## config.mk

```make
export PLATFORM = sky130hd
export DESIGN_NAME = mux3_rr_arbiter_flat
export DESIGN_NICKNAME = d
export VERILOG_FILES = /design/src/rtl/mux3_rr_arbiter_if.sv /design/src/rtl/mux3_rr_arbiter.sv /design/src/flat_wrapper.sv
export SDC_FILE = /design/constraint.sdc
export NUM_CORES = 1
export LEC_CHECK = 0
export CORE_MARGIN = 4
export CORE_UTILIZATION = 55
export DETAILED_ROUTE_END_ITERATION = 8
export PLACE_DENSITY = 0.79
export SKIP_CTS_REPAIR_TIMING = 1
export SYNTH_ARGS = -nofsm -noshare
export SYNTH_HDL_FRONTEND = slang
export SYNTH_SLANG_ARGS = --single-unit
export TNS_END_PERCENT = 30
```

## constraint.sdc

```tcl
create_clock -name clk -period 3.6 [get_ports clk]
set_clock_uncertainty 0.2 [all_clocks]
set_input_delay 0.36 -clock clk [delete_from_list [all_inputs] [get_ports clk]]
set_output_delay 0.36 -clock clk [all_outputs]
set_load 0.05 [all_outputs]
```

## src/rtl/mux3_rr_arbiter_if.sv

```systemverilog
// Handshake bundle between the three requesters and the mux-select arbiter.
// The master side owns the request lines; the slave side (the arbiter)
// returns the one-hot grant and the matching mux select.
interface mux3_rr_arbiter_if;
  logic [2:0] req;        // bit0=a, bit1=b, bit2=c; level-sensitive
  logic [2:0] gnt;        // one-hot grant, zero when idle
  logic [1:0] sel;        // mux select 0/1/2 for a/b/c
  logic       sel_valid;  // sel is meaningful only while high

  modport master (output req, input gnt, sel, sel_valid);
  modport slave  (input req, output gnt, sel, sel_valid);
endinterface

```

## src/rtl/mux3_rr_arbiter.sv

```systemverilog
// Round-robin arbiter sharing one 3-input mux between requesters a/b/c.
// Grant, select and valid are all registered (one cycle from req to gnt).
// A burst limit forces the owner to pass the grant on once it has held it
// for MAX_BURST cycles while a competitor waits; MAX_BURST=0 disables this.
module mux3_rr_arbiter #(
  parameter int MAX_BURST = 4,
  parameter int CNT_W     = 3   // must hold MAX_BURST
) (
  input  logic               clk,
  input  logic               rst,
  mux3_rr_arbiter_if.slave   arb
);

  typedef enum logic {IDLE, GRANT} state_e;

  localparam logic [CNT_W-1:0] MAX_CNT = CNT_W'(MAX_BURST);
  localparam logic [CNT_W-1:0] CNT_ONE = CNT_W'(1);

  state_e           state_q, state_d;
  logic [2:0]       gnt_q, gnt_d;
  logic [1:0]       sel_q, sel_d;
  logic             valid_q, valid_d;
  logic [1:0]       ptr_q, ptr_d;
  logic [CNT_W-1:0] cnt_q, cnt_d;

  logic [2:0]       others;      // pending requests excluding the current owner
  logic             burst_done;  // owner has used up its burst allowance
  logic [1:0]       after_owner; // first index searched when the owner leaves
  logic [1:0]       win;

  // Successor in the rotation a -> b -> c -> a.
  function automatic logic [1:0] next_idx(input logic [1:0] i);
    return (i == 2'd2) ? 2'd0 : i + 2'd1;
  endfunction

  // First requester set in r when scanning start, start+1, start+2 (mod 3).
  // Scanning backwards lets the earliest hit overwrite later ones.
  function automatic logic [1:0] pick(input logic [2:0] r, input logic [1:0] start);
    logic [1:0] idx;
    logic [1:0] res;
    res = start;
    for (int k = 2; k >= 0; k--) begin
      idx = start;
      for (int s = 0; s < k; s++) idx = next_idx(idx);
      if (r[idx]) res = idx;
    end
    return res;
  endfunction

  assign others      = arb.req & ~gnt_q;
  assign burst_done  = (MAX_BURST != 0) && (cnt_q == MAX_CNT);
  assign after_owner = next_idx(sel_q);

  // Next-state and next-output decision from the current request and state.
  always_comb begin
    // NOTE: every signal assigned here gets a default first so no path
    // leaves one unassigned, which would otherwise infer a latch.
    state_d = state_q;
    gnt_d   = gnt_q;
    sel_d   = sel_q;
    valid_d = valid_q;
    ptr_d   = ptr_q;
    cnt_d   = cnt_q;
    win     = 2'd0;

    case (state_q)
      IDLE: begin
        if (arb.req != 3'b000) begin
          win     = pick(arb.req, ptr_q);
          state_d = GRANT;
          gnt_d   = 3'b001 << win;
          sel_d   = win;
          valid_d = 1'b1;
          cnt_d   = CNT_ONE;
        end
      end

      GRANT: begin
        if (!arb.req[sel_q] || (burst_done && others != 3'b000)) begin
          // Release or forced rotate: the owner is excluded from this search.
          ptr_d = after_owner;
          if (others != 3'b000) begin
            win   = pick(others, after_owner);
            gnt_d = 3'b001 << win;
            sel_d = win;
            cnt_d = CNT_ONE;
          end else begin
            state_d = IDLE;
            gnt_d   = 3'b000;
            valid_d = 1'b0;
          end
        end else if (MAX_BURST != 0 && cnt_q != MAX_CNT) begin
          cnt_d = cnt_q + CNT_ONE;
        end
      end

      default: begin
        state_d = IDLE;
        gnt_d   = 3'b000;
        valid_d = 1'b0;
      end
    endcase
  end

  // State and output registers, cleared asynchronously by rst.
  always_ff @(posedge clk or posedge rst) begin
    // NOTE: non-blocking assignments so every flop samples pre-edge values.
    if (rst) begin
      state_q <= IDLE;
      gnt_q   <= 3'b000;
      sel_q   <= 2'd0;
      valid_q <= 1'b0;
      ptr_q   <= 2'd0;
      cnt_q   <= '0;
    end else begin
      state_q <= state_d;
      gnt_q   <= gnt_d;
      sel_q   <= sel_d;
      valid_q <= valid_d;
      ptr_q   <= ptr_d;
      cnt_q   <= cnt_d;
    end
  end

  assign arb.gnt       = gnt_q;
  assign arb.sel       = sel_q;
  assign arb.sel_valid = valid_q;

endmodule

```

## src/flat_wrapper.sv

```systemverilog
// flat-port wrapper written by rule: the top's interface ports become plain ports
module mux3_rr_arbiter_flat 
#(
  parameter int MAX_BURST = 4,
  parameter int CNT_W     = 3                         
)
  (clk, rst, arb_req, arb_gnt, arb_sel, arb_sel_valid);
  mux3_rr_arbiter_if arb_i ();
  input  logic clk;
  input  logic rst;
  input wire logic [$bits(arb_i.req)-1:0] arb_req;
  output wire logic [$bits(arb_i.gnt)-1:0] arb_gnt;
  output wire logic [$bits(arb_i.sel)-1:0] arb_sel;
  output wire logic [$bits(arb_i.sel_valid)-1:0] arb_sel_valid;
  assign arb_i.req = arb_req;
  assign arb_gnt = arb_i.gnt;
  assign arb_sel = arb_i.sel;
  assign arb_sel_valid = arb_i.sel_valid;
  mux3_rr_arbiter #(.MAX_BURST(MAX_BURST), .CNT_W(CNT_W)) u_core (.clk(clk), .rst(rst), .arb(arb_i));
endmodule
```

**Yosys cells after proc, flatten, opt, wreduce, memory -nomap -nowiden**

Cells that the tools add are included.

- Flip-flop bits (word level): 12
- Input bits: 5
- Output and inout port bits: 6
- Word-level logic and storage cells: 98

- $add $sub $neg: 6
- Order comparisons: 7
- Eq/ne operators: 13
- Shift operators: 2
- Muxes and demuxes: 51
- Bitwise gates (word level): 3
- Reduce and logical (&&, ||, !) cells: 10

Operator list:

| cell | number |
|---|---|
| 2-bit two-way mux | 19 |
| 2-bit by 3-bit less-than comparator with 1-bit output (second input constant) | 7 |
| 3-bit two-way mux | 7 |
| 1-bit binary-select mux with 2-bit select | 7 |
| 1-bit two-way mux | 13 |
| 3-bit one-hot mux with 2 select lines | 2 |
| 2-bit by 1-bit adder with 2-bit output (second input constant) | 5 |
| 2-bit == test (second input constant) | 5 |
| 3-bit inequality test (second input constant) | 3 |
| 3-bit AND reduction | 3 |
| 2-bit inequality test (second input constant) | 3 |
| 3-bit nonzero test | 2 |
| 1-bit by 2-bit << shifter with 3-bit output (first input constant) | 2 |
| 1-bit one-hot mux with 2 select lines | 2 |
| 2-bit one-hot mux with 2 select lines | 1 |
| 2-bit AND reduction | 2 |
| 3-bit by 1-bit adder with 3-bit output (second input constant) | 1 |
| 3-bit bitwise AND | 1 |
| 3-bit == test (second input constant) | 1 |
| 3-bit inverter | 1 |
| 2-bit by 1-bit inequality test with 1-bit output (second input constant) | 1 |
| 1-bit logical AND | 1 |
| 1-bit zero test | 1 |
| 1-bit logical OR | 1 |
| 1-bit inverter | 1 |

**Depth between registers and ports, before layout**

Gate-level depths: netlist (run 1).

- Depth after elaboration: 18
- Mapped depth: 6
- Mapped depth without buffers: 6

**Least setup slack after synthesis (run 1)**

OpenSTA, ideal clock, no wires.

- Path kind: reg2reg
- From: reg u_core.sel_q[1] (netlist: u_core.arb.sel[1])
- To: reg u_core.sel_q[0] (netlist: u_core.arb.sel[0])
- Setup time: 128 ps
- Data arrival time: 1,917 ps
- Required time: 3,272 ps
- Setup slack: 1,355 ps
- Cell stages (with the launch flop): 7
- Period minus slack after synthesis: 2,245 ps
- Cell sequence: dfrtp_1 buf_2 mux2i_1 a211oi_1 nor3_4 a31oi_2 mux2_1

- Word-level cells in the longest chain between the ends: 17
- Elaborated cells on any way between the ends: 30
- Those cells by class: 3 x add/sub; 4 x eq/ne; 20 x mux; 3 x reduce/logical

Ends and longest elaborated chain:

| element | line | source |
|---|---|---|
| start, declared | mux3_rr_arbiter.sv:21 | `logic [1:0] sel_q, sel_d;` |
| start signal, assigned | mux3_rr_arbiter.sv:118 | `sel_q <= sel_d;` |
| 2-bit by 1-bit adder with 2-bit output / 2-bit == test (equally long branches) | mux3_rr_arbiter.sv:33 | `return (i == 2'd2) ? 2'd0 : i + 2'd1;` |
| 2-bit two-way mux | mux3_rr_arbiter.sv:33 |  |
| 2-bit by 1-bit adder with 2-bit output / 2-bit == test (equally long branches) | mux3_rr_arbiter.sv:33 |  |
| 2-bit two-way mux | mux3_rr_arbiter.sv:33 |  |
| 2-bit by 1-bit adder with 2-bit output / 2-bit == test (equally long branches) | mux3_rr_arbiter.sv:33 |  |
| 2-bit two-way mux | mux3_rr_arbiter.sv:33 |  |
| 1-bit binary-select mux with 2-bit select | mux3_rr_arbiter.sv:45 | `if (r[idx]) res = idx;` |
| 1-bit two-way mux (implied by the code) | mux3_rr_arbiter.sv:45 |  |
| 2-bit two-way mux (3 in series) | mux3_rr_arbiter.sv:45 |  |
| 2-bit two-way mux | mux3_rr_arbiter.sv:82 | `if (others != 3'b000) begin` |
| 2-bit two-way mux | mux3_rr_arbiter.sv:79 | `if (!arb.req[sel_q] \|\| (burst_done && others != 3'b000)) begin` |
| 2-bit two-way mux | mux3_rr_arbiter.sv:66 | `case (state_q)` |
| 2-bit two-way mux | mux3_rr_arbiter.sv:82 |  |
| 2-bit two-way mux | mux3_rr_arbiter.sv:79 |  |
| 2-bit one-hot mux with 2 select lines | mux3_rr_arbiter.sv:66 |  |

Several ways; a longest one is shown, not always the timed one. The select of a mux whose other input is x is not followed.
A chain may end at the register's enable or synchronous reset.

**Worst setup path in the final report (run 1)**

- From: in arb_req[0]
- To: reg u_core.sel_q[0] (netlist: u_core.arb.sel[0])

- Word-level cells in the longest chain between the ends: 12
- Elaborated cells on any way between the ends: 39
- Those cells by class: 3 x eq/ne; 29 x mux; 1 x bitwise; 6 x reduce/logical

Ends and longest elaborated chain:

| element | line | source |
|---|---|---|
| start, declared | flat_wrapper.sv:11 | `input wire logic [$bits(arb_i.req)-1:0] arb_req;` |
| 3-bit bitwise AND | mux3_rr_arbiter.sv:50 | `assign others = arb.req & ~gnt_q;` |
| 1-bit binary-select mux with 2-bit select | mux3_rr_arbiter.sv:45 |  |
| 1-bit two-way mux (implied by the code) | mux3_rr_arbiter.sv:45 |  |
| 2-bit two-way mux (3 in series) | mux3_rr_arbiter.sv:45 |  |
| 2-bit two-way mux | mux3_rr_arbiter.sv:82 |  |
| 2-bit two-way mux | mux3_rr_arbiter.sv:79 |  |
| 2-bit two-way mux | mux3_rr_arbiter.sv:66 |  |
| 2-bit two-way mux | mux3_rr_arbiter.sv:82 |  |
| 2-bit two-way mux | mux3_rr_arbiter.sv:79 |  |
| 2-bit one-hot mux with 2 select lines | mux3_rr_arbiter.sv:66 |  |

Several ways; a longest one is shown, not always the timed one. The select of a mux whose other input is x is not followed.

==> reports/results.ini, run 1 <==
[outcome]
status=finished, final reports clean

[grt]
grt_max_degree=16
grt_use_total=0.1671
grt_pass1_vias=750
antenna_found_initial=0
grt_pass1_wl_um=3243
grt-ovfl-total=0

[placement]
place_congestion=0.9694
port_buffers=10
dp_cells=119
dpl.hpwl_um=1437

[min_path]
hp-class=in -> async

[pwr]
p_leak_nw=0.4099
peakVddDrop_mv=0.5209
powerDensity_nw_per_um2=997.9

[detailed_routing]
drt-initial-drc-count=32
wl_um=1992
drc=0
first_pass_iters=4
antenna_left=0
vias=832
via_per_inst=6.820
routedWlPerCell_um=16.33

[floorplanning]
io_pins=11
dieArea_um2=2339
core_um2=1524
die_x_um=48.36
start_util=0.5878
die_h_um=48.36
row_count=14

[clocking]
clk_latency_ps=270
clk_path_buf_depth=2
cts_tree=built
clkTransAtPathRegs_ps=70
htreeDepth=1
cts.sinks=12
root_buffer=clkbuf_4
cts-buffers-inserted=3

[sta]
finalMaxSlewViolations=0
fmax_mhz=422.4
grt_setup_unrepaired=false
finalHoldViolations=0
max-slew-margin-rel=0.6231
worst_slew_pin_slew_ps=561.9
setup_tns_ps=0
fin_crit_ps=2367
finalSetupViolCount=0
min_period_over_period=0.6576

[setup_path]
crit_path_end_kind=register
start_kind=input pin
critPathKind=in -> reg
required_ps=3560
critPathMaxStageDelay_ps=590
path_max_fanout=11
critPathSlowestCell=clkdlybuf4s50_1
crit_path_cell_trace=clkdlybuf4s50_1 -> nor4_2 -> a41oi_2 -> nor3_4 -> a31oi_2 -> mux2_1
critPathArrivalTime_ps=2330

[logic_synthesis]
synth-seq-cells=12
synthArstFlopShare=1.000
ys.flop_type=dfrtp_1
synth_cells=99
seq_area_frac_synth=0.3352
avgSynthCellArea_um2=9.049
yosys_warnings=0
synthesis.area_um2=895.9
syn_nets=106
synth_cell_types=39
synth-edff-count=0

[run]
cap_viol_max_count=0

[final_layout]
area_delta_synth_final_pct=12.15
antenna_cells=0
final_cell_count_no_fill=122
drive_above_1_share=0.09434
final_util=0.6593
layout.nets=115

[cell usage after synthesis (2+ instances only)]
cell type / n / area, µm²
a211oi_1: 3 / 22.52
a21oi_1: 6 / 30.03
a22o_1: 2 / 17.52
a31oi_1: 4 / 25.02
and2b_1: 2 / 15.01
buf_2: 3 / 15.01
clkbuf_1: 2 / 7.510
dfrtp_1: 12 / 300.3
ha_1: 2 / 25.02
inv_1: 7 / 26.28
mux2_1: 2 / 22.52
mux2i_1: 3 / 30.03
nand2_1: 2 / 7.510
nand2b_1: 6 / 37.54
nand3_1: 5 / 25.02
nor2_1: 4 / 15.01
nor2b_1: 2 / 12.51
nor3_1: 2 / 10.01
nor4_1: 2 / 12.51
o21ai_0: 5 / 25.02
o21bai_1: 2 / 15.01
o22ai_1: 4 / 25.02
[state kept, by name, summed over array words and instances, names as in the netlist]
register	cells
u_core.arb.gnt	3
u_core.cnt_q	3
u_core.arb.sel	2
u_core.ptr_q	2
u_core.arb.sel_valid	1
u_core.state_q	1
[critical path, delay by kind of cell]
family | cells | cell delay [ps]
simple gates | 2 | 850
compound gates | 2 | 180
mux | 1 | 340
buf+inv | 1 | 590
[cells in the final DEF, fill, tap and decap left out]
| cell type | instances |
|---|---|
| or2b_1 | 1 |
| ha_1 | 2 |
| mux2_2 | 1 |
| nand2b_1 | 6 |
| nor4_1 | 2 |
| o21ai_1 | 1 |
| dfrtp_1 | 12 |
| a22o_1 | 2 |
| and2b_4 | 1 |
| a31oi_2 | 1 |
| nor3_4 | 1 |
| nor2_1 | 4 |
| nor4_2 | 1 |
| a2bb2oi_1 | 1 |
| mux2_1 | 2 |
| nand3b_1 | 1 |
| clkbuf_4 | 3 |
| a21oi_1 | 6 |
| a211oi_1 | 3 |
| and2b_1 | 2 |
| o211ai_1 | 1 |
| nand3_1 | 5 |
| o21bai_1 | 2 |
| nor2b_1 | 2 |
| inv_1 | 7 |
| o311ai_2 | 1 |
| nor3b_1 | 1 |
| mux2i_1 | 3 |
| nand2_1 | 2 |
| o21ai_0 | 5 |
| a31oi_1 | 4 |
| a41oi_2 | 1 |
| o22ai_1 | 4 |
| nor3_1 | 2 |
| clkdlybuf4s50_1 | 10 |
| a21o_1 | 1 |
| o21a_1 | 1 |
| a32oi_1 | 1 |
[cells by family (layout without fill, tap and decap cells)]
logic type,Yosys count,count (layout),synth area share
simple gates,31,31,0.2193
flops,12,12,0.3352
compound gates,35,35,0.2793
mux,6,6,0.07123
fa+ha+maj,2,2,0.02793
buf+inv,13,20,0.06704
[path summary, 6_finish.rpt]
check / startpoint / to / slack, ps / cells past startpoint
min in group clk: u_core.cnt_q[1] / u_core.cnt_q[1] / 360 / 1
max in group asynchronous: rst / u_core.ptr_q[0] / 2690 / 2
hold / removal: rst / u_core.cnt_q[1] / 200 / 2
hold reg to reg: u_core.cnt_q[1] / u_core.cnt_q[1] / 360 / 1
setup / recovery: arb_req[0] / u_core.arb.sel[0] / 1230 / 6
setup reg to reg: u_core.state_q / u_core.arb.sel[0] / 1440 / 5
[routing by layer]
layer	vias up	wire length (µm)	global-route usage
met5	-	0	0
met4	0	25	0.04608
met3	2	171	0.01840
met2	54	917	0.2609
met1	389	878	0.2418
li1	387	-	-
[final cells by class]
| class | instances | area, µm² |
|---|---|---|
| inverter | 7 | 26.28 |
| clock buffer | 3 | 22.52 |
| sequential | 12 | 300.3 |
| multi-input combinational | 74 | 535.5 |
| timing repair buffer | 10 | 100.1 |
| fill | 133 | 519.2 |
| tap | 16 | 20.02 |
[per-stage QoR]
stage	setup WS, ps	total power, mW	instance area [µm²]	hold slack [ps]
detailed placement	967.2	0.9101	982.2	335.3
CTS	1258	0.9958	1005	211.5
finish	1233	1.003	1005	195.6
global placement	989.1	0.8994	982.2	322.9
global route	1146	1.069	1005	241.5
floorplan	1355	0.7620	895.9	24.70
[where the power goes]
group | total, mW | internal (mW) | leakage, nW | switching (mW)
clock network | 0.0823 | 0.0388 | 0.0138 | 0.0435
logic | 0.611 | 0.257 | 0.251 | 0.354
registers | 0.309 | 0.200 | 0.145 | 0.109
total | 1.00 | 0.496 | 0.410 | 0.506
No activity file was read; power rests on OpenSTA's default activity.
==> inputs of run 2 (changes only) <==
Settings changed: CORE_UTILIZATION 55 to 48, PLACE_DENSITY 0.79 to 0.73.
Clock period 3.6 ns to 2.12 ns, I/O delays scaled along.
==> reports/results.ini, run 2 (synthesized netlist as in run 1, its figures left out) <==
[placement]
place_congestion=0.8912  ; -8.1%
place_ws_ps=-137.5  ; -1105 ps
dpl.hpwl_um=1681  ; +17%
port_buffers=10  ; unchanged

[setup_path]
crit_family=buffers and inverters
critPathMaxStageDelay_ps=800  ; +210 ps
start_kind=register
path_max_fanout=8  ; -3
critPathSlowestCell=clkdlybuf4s50_1
critPathArrivalTime_ps=1650  ; -680 ps
crit_path_end_kind=output port
required_ps=1710  ; -1850 ps
critPathKind=reg -> out
crit_buf_inv=2  ; +1
crit_path_cell_trace=buf_4 -> clkdlybuf4s50_1

[detailed_routing]
via_per_inst=5.763  ; -15%
routedWlPerCell_um=13.91  ; -15%
antenna_left=0  ; unchanged
drt-met1-wl_um=964  ; +9.8%
wl_um=2115  ; +6.2%
vias=876  ; +5.3%
routed.top_layer=met4
drt-initial-drc-count=44  ; +38%
first_pass_iters=4  ; unchanged
dr_wl_met3_um=139  ; -19%
drc=0  ; unchanged
wl_met2_um=989  ; +7.9%

[floorplanning]
start_util=0.5133  ; -0.07459
row_count=15  ; +1
die_x_um=51.20  ; +5.9%
io_pins=11  ; unchanged
dieArea_um2=2621  ; +12%
core_um2=1745  ; +15%
die_h_um=51.20  ; +5.9%

[pwr]
power_mw=1.922  ; +92%
pwr-share-clk=0.097  ; +0.015
powerDensity_nw_per_um2=1625  ; +63%
peakVddDrop_mv=0.9843  ; +89%
p_switching_uw=895.5  ; +77%
p_sw_frac=0.4660  ; -0.03910
seqPwrFrac=0.257  ; -0.051
intPower_mw=1.026  ; +110%
pwr-share-comb=0.646  ; +0.036
p_leak_nw=0.5122  ; +25%

[sta]
finalHoldViolations=0  ; unchanged
grt_setup_unrepaired=false
max-slew-margin-rel=0.6680  ; +0.04491
worst_slew_pin_slew_ps=496.4  ; -65.53 ps
fin_crit_ps=2059
finalSetupViolCount=0  ; unchanged
fmax_mhz=485.6
min_period_over_period=0.9713
finalMaxSlewViolations=0  ; unchanged
fin_ws_ps=60.83  ; -1172 ps

[final_layout]
layout_commonest_cell=buf_4
layout.nets=135  ; +17%
area_delta_synth_final_pct=31.98
antenna_cells=0  ; unchanged
final_cell_mix=buf_4 (20), clkdlybuf4s50_1 (10), dfrtp_1 (10)
drive_above_1_share=0.2598  ; +0.1655

[clocking]
clkTransAtPathRegs_ps=80  ; about the same
cts_tree=built
htreeDepth=1  ; unchanged
cts.sinks=12  ; unchanged
root_buffer=clkbuf_4
clk_latency_ps=280  ; about the same
clk_path_buf_depth=2  ; unchanged
cts-buffers-inserted=3  ; unchanged

[grt]
grt_use_total=0.1823  ; +0.01517
grt_pass1_vias=807  ; +7.6%
grt-ovfl-total=0  ; unchanged
antenna_found_initial=0  ; unchanged
grt_max_degree=13  ; -3
grt_pass1_wl_um=3567  ; +10%

[run]
cap_viol_max_count=0  ; unchanged

[min_path]
hp-class=in -> async

[outcome]
status=finished, final reports clean

run 2: worst reg2reg max path: stages, from the launching register on:
cell and delay [ps]:
dfrtp_1 360, inv_1 70, ha_1 230, a211oi_1 230, buf_4 150, nor3_4 40
a31oi_2 180, mux2_1 340
run 2: per-layer routing:
layer | up-vias | track usage
met1 | 421 | 0.2455
li1 | 425 | -
met5 | - | 0
met2 | 28 | 0.2918
met3 | 2 | 0.04082
met4 | 0 | 0.04933
run 2: cell type report:
class                      instances  area (µm²)
multi-input combinational         74       535.5
clock buffer                       4       36.28
inverter                           7       26.28
timing repair buffer              30       250.2
fill                             144       563.0
sequential                        12       302.8
tap                               25       31.28
run 2: power by group through the flow:
stage                     registers [mW]  clock network (mW)  logic, mW
final                              0.494               0.186       1.24
after floorplan                    0.633                   0      0.665
after global routing               0.511               0.203       1.35
after CTS                          0.488               0.190       1.25
after detailed placement           0.492                   0       1.24
after global placement             0.484                   0       1.21
run 2: stage by stage:
stage          utilization  cells  instance area, µm²  setup TNS (ps)  hold slack, ps
2_1_floorplan            -     99               898.4               0          -123.4
3_3_place_gp        0.6566    148                1146          -429.0           324.1
3_5_place_dp        0.6566    148                1146          -725.7           328.3
4_1_cts             0.6774    152                1182               0           54.45
5_1_grt             0.6774    152                1182               0           70.49
6_report            0.6774    152                1182               0           39.18
run 2: final timing paths:
kind,slack (ps),depth (start not counted),startpoint,end
worst max-delay path,60,2,u_core.arb.sel[1],arb_sel[1]
worst min-delay path,40,2,rst,u_core.cnt_q[0]
worst max register to register,190,7,u_core.cnt_q[0],u_core.arb.sel[0]
worst min register to register,350,1,u_core.arb.gnt[2],u_core.arb.gnt[2]
max in group asynchronous,1340,2,rst,u_core.arb.sel[0]
min in group clk,350,1,u_core.arb.gnt[2],u_core.arb.gnt[2]
